==> src/rtl/instr_encoder.sv <==
// RV32I field-bundle encoder and sequential instruction-memory loader.
// Accepts one field bundle per two cycles and writes the packed word at the session's next address.
module instr_encoder #(
  parameter int AW    = 8,
  parameter int DEPTH = 256
) (
  input  logic          clk,
  input  logic          rst,
  input  logic          start,
  input  logic          in_valid,
  output logic          in_ready,
  input  logic          in_last,
  input  logic [2:0]    fmt,
  input  logic [6:0]    opcode,
  input  logic [2:0]    funct3,
  input  logic [6:0]    funct7,
  input  logic [4:0]    rd,
  input  logic [4:0]    rs1,
  input  logic [4:0]    rs2,
  input  logic [31:0]   imm,
  output logic          imem_we,
  output logic [AW-1:0] imem_addr,
  output logic [31:0]   imem_wdata,
  output logic [AW:0]   count,
  output logic          done,
  output logic          full,
  output logic          err
);

  typedef enum logic [1:0] {IDLE, LOAD, WRITE, DONE} state_t;

  localparam logic [AW:0] DEPTH_C = (AW+1)'(DEPTH);
  localparam logic [31:0] NOP     = 32'h0000_0013;

  state_t        state, state_nxt;
  logic          accept;
  logic [32:0]   enc;
  logic          last_p0;
  logic [31:0]   word_p0;
  logic [AW-1:0] addr_p0;

  // True when v is the sign extension of its bits below 'sh' (v[31:sh] all equal).
  function automatic logic fits(input logic signed [31:0] v, input int sh);
    logic signed [31:0] t;
    t = v >>> sh;
    return (t == 32'sd0) || (t == -32'sd1);
  endfunction

  // Returns {error, word}; out-of-range immediates are truncated by the packing itself.
  function automatic logic [32:0] encode(
    input logic [2:0] f, input logic [6:0] op, input logic [2:0] f3,
    input logic [6:0] f7, input logic [4:0] d, input logic [4:0] s1,
    input logic [4:0] s2, input logic signed [31:0] im);
    logic [32:0] r;
    case (f)
      3'd0: r = {1'b0, f7, s2, s1, f3, d, op};
      3'd1: r = {~fits(im, 11), im[11:0], s1, f3, d, op};
      3'd2: r = {~fits(im, 11), im[11:5], s2, s1, f3, im[4:0], op};
      3'd3: r = {~fits(im, 12) | im[0], im[12], im[10:5], s2, s1, f3, im[4:1], im[11], op};
      3'd4: r = {|im[11:0], im[31:12], d, op};
      3'd5: r = {~fits(im, 20) | im[0], im[20], im[10:1], im[11], im[19:12], d, op};
      default: r = {1'b1, NOP};
    endcase
    return r;
  endfunction

  assign enc = encode(fmt, opcode, funct3, funct7, rd, rs1, rs2, $signed(imm));

  always_comb begin
    state_nxt = state;
    accept    = 1'b0;
    case (state)
      IDLE:  if (start) state_nxt = LOAD;
      LOAD: begin
        if (!start && in_valid) begin
          accept    = 1'b1;
          state_nxt = WRITE;
        end
      end
      WRITE: begin
        if (last_p0 || (count + (AW+1)'(1)) == DEPTH_C) state_nxt = DONE;
        else                                            state_nxt = LOAD;
      end
      DONE:  if (start) state_nxt = LOAD;
      default: state_nxt = IDLE;
    endcase
  end

  // p0: accepted bundle captured, written during WRITE
  always_ff @(posedge clk) begin
    if (rst) begin
      state   <= IDLE;
      count   <= '0;
      err     <= 1'b0;
      last_p0 <= 1'b0;
      word_p0 <= '0;
      addr_p0 <= '0;
    end else begin
      state <= state_nxt;
      if (start && state != WRITE) begin
        count <= '0;
        err   <= 1'b0;
      end
      if (accept) begin
        word_p0 <= enc[31:0];
        addr_p0 <= count[AW-1:0];
        last_p0 <= in_last;
        if (enc[32]) err <= 1'b1;
      end
      if (state == WRITE) count <= count + (AW+1)'(1);
    end
  end

  assign in_ready   = (state == LOAD);
  assign imem_we    = (state == WRITE);
  assign imem_addr  = addr_p0;
  assign imem_wdata = word_p0;
  assign done       = (state == DONE);
  assign full       = (count == DEPTH_C);

endmodule
==> config.mk <==
export PLATFORM = sky130hd
export DESIGN_NAME = instr_encoder
export DESIGN_NICKNAME = d
export VERILOG_FILES = /design/src/rtl/instr_encoder.sv
export SDC_FILE = /design/constraint.sdc
export NUM_CORES = 1
export LEC_CHECK = 0
export ABC_AREA = 1
export CORE_MARGIN = 2
export CORE_UTILIZATION = 40
export DETAILED_ROUTE_END_ITERATION = 10
export DONT_BUFFER_PORTS = 1
export SLEW_MARGIN = 30
export SYNTH_ARGS = -nofsm -noshare
export SYNTH_HDL_FRONTEND = slang
export SYNTH_SLANG_ARGS = --single-unit
==> constraint.sdc <==
create_clock -name clk -period 1.7 [get_ports clk]
set_clock_uncertainty 0.1 [all_clocks]
set_input_delay 0.255 -clock clk [delete_from_list [all_inputs] [get_ports clk]]
set_output_delay 0.255 -clock clk [all_outputs]
set_load 0.05 [all_outputs]
==> impl_metrics.json <==
{
  "cp_slowest_cell": "dfxtp_4",
  "grt-ovfl-total": 0,
  "track_usage_pct": 21.8,
  "cts.sinks": 53,
  "areaGrowthSynthToFinish_pct": 23.9,
  "rows": 30,
  "clk_pin_slew_ps": 110,
  "failed_checks": "negative setup slack",
  "clock_latency_ps": 310,
  "fmax_mhz": 580,
  "ys_seq_area_share_pct": 36.9,
  "clk_path_buf_depth": 2,
  "cts_tree": "yes",
  "cp.arrival_ps": 1370,
  "netlist.area_leader.share_pct": 36.9,
  "numPortBuffers": 0,
  "timing.slew.headroom_pct": 63.2,
  "start_util_pct": 41.9,
  "fin_util_pct": 51.9,
  "rsz0062_at_grt": "yes",
  "grt_pass1_vias": 2848,
  "dr.max_layer_used": "met4",
  "post-route-period-util_pct": 101,
  "final_cell_mix": "nand2_1, a21oi_1, dfxtp_1",
  "wl_met1_um": 3490,
  "met3_length_um": 715,
  "synth_nets": 521,
  "worst_setup_path_start_kind": "flop",
  "ys_ff_latch": 53,
  "power-per-cell-area_nw_per_um2": 956,
  "die_area_um2": 7880,
  "setup_tns_ps": -24.3,
  "wl_met2_um": 4280,
  "grt_max_degree": 40,
  "path_class": "flop to output port",
  "crit_path_max_fanout": 2,
  "leakage_nw": 1.49,
  "cp_top_family": "flip-flops",
  "tightestPinTransition_ps": 551,
  "fin_hold_ws_ps": 11.6,
  "drt_iter0_markers": 154,
  "setup_viol": 1,
  "period_minus_slack_ps": 1720,
  "reg2reg_setup_slack_ps": 40,
  "routed_wl_um": 8560,
  "viasPerCell": 5.14,
  "wl_per_cell_um": 14.9,
  "ioPinCount": 126,
  "die_y_um": 88.8,
  "clk_root_buffer_cell": "clkbuf_8",
  "yosysTopAreaCell": "dfxtp_1",
  "setup_ws_ps": -24.3,
  "vias": 2958,
  "yosys_warnings": 0,
  "netlist_area_um2": 2880,
  "coreArea_um2": 6870,
  "firstDrtPassIters": 7,
  "post-dp-hpwl_um": 6430,
  "cts_buffers": 5,
  "path_cells": "inv_4 -> ha_4 -> nand4_1 -> nor4_4 -> buf_12",
  "diodes": 0,
  "die_w_um": 88.8,
  "cp-end-kind": "output port",
  "postSynthAreaPerCell_um2": 6.49,
  "status": "complete, but fails checks",
  "crit_required_ps": 1340,
  "drc": 0,
  "synth_area_leaders": "dfxtp_1, nand2_1, a21oi_1",
  "slew_violations": 0,
  "mostFrequentLayoutCell": "nand2_1",
  "ys_types": 28,
  "hold_viol_final": 0,
  "layout-drive-gt1-share_pct": 16.3,
  "worst_hold_path_type": "input port to flop",
  "max_cap_violations": 0,
  "grt_pass1_wl_um": 13500,
  "place_congestion": 0.868,
  "antenna_left": 0,
  "h-tree-depth": 2,
  "antenna_found_initial": 0,
  "slowest_delay_ps": 370,
  "fin_nets": 556,
  "synth_cells": 443,
  "crit_buf_inv": 2,
  "ir_drop_v": 0.000418
}
-- repair_timing --
item | CTS | global route
hold buffers | 8 | 0
pin swaps | 2 | 9
endpoints found under the hold margin | 41 | 0
gates resized for setup | 6 | 24
endpoints found under the setup margin | 2 | 9
setup buffers | 7 | 1
-- path summary, 6_finish.rpt --
kind,cells after the start,start,to
worst max-delay path,5,count[1],full
worst min-delay path,2,opcode[4],imem_wdata[4]
worst max register to register,10,count[1],state[1]
worst min register to register,2,imem_wdata[24],imem_wdata[24]
-- synthesized netlist by cell type --
cell type    n
nand3_2      1
a22o_1       8
o221ai_1     8
or2_1        1
nor4_1       1
o211ai_1     7
o2111ai_1    1
a21oi_1     50
inv_1       45
buf_2        6
o21ai_0     18
a21boi_0     1
nor3_1       2
o22ai_1      2
nand2_1    153
nor2_4       1
buf_4        1
o211a_1      1
and2_1       1
nor2_1      43
clkbuf_1    10
xor2_1       3
nand4_2      1
ha_1         6
nand4_1      4
inv_2        1
nand3_1     14
dfxtp_1     53
-- final cells by class --
cell class	count	area, um2
flip-flops and latches	53	1080
inverters	46	178
fillers	700	3310
clock inverters	3	28.8
well taps	96	120
clock buffers	5	68.8
multi-input cells	327	1690
repair buffers	45	399
-- metal layers --
metal	track usage, %	up-vias
met4	5.37	0
met2	36.9	92
li1	-	1512
met5	0	-
met3	6.72	8
met1	27.1	1346
-- registers in the layout, indices dropped and copies added, names as in the netlist --
name	count
count	9
err	1
imem_addr	8
imem_wdata	32
last_p0	1
state	2
-- power breakdown --
part | total [mW] | switching (mW) | internal, mW
clock | 0.765 | 0.456 | 0.309
combinational | 1.02 | 0.627 | 0.391
sequential | 1.63 | 0.274 | 1.35
total | 3.41 | 1.36 | 2.05
-- stage by stage --
stage | cells | total power [mW] | area, um2 | worst slack [ps]
detailed placement | 551 | 2.51 | 3200 | 97.1
global placement | 551 | 2.49 | 3200 | 142
global route | 575 | 3.59 | 3560 | -100
CTS | 574 | 3.40 | 3460 | -23.8
finish | 575 | 3.41 | 3560 | -24.3
floorplan | 443 | 2.31 | 2920 | 6.72
-- cells by family (layout without fill, tap and decap cells) --
family,after synthesis,after routing,share of synthesized area (%)
AND/OR/NAND/NOR,222,222,31.1
AO/OA/AOI/OAI,96,96,19.9
buffers and inverters,63,99,8.62
flip-flops,53,53,36.9
adder cells (fa/ha/maj),6,6,2.61
XOR/XNOR,3,3,0.914
Note: power is estimated with default switching activity, not from simulation.
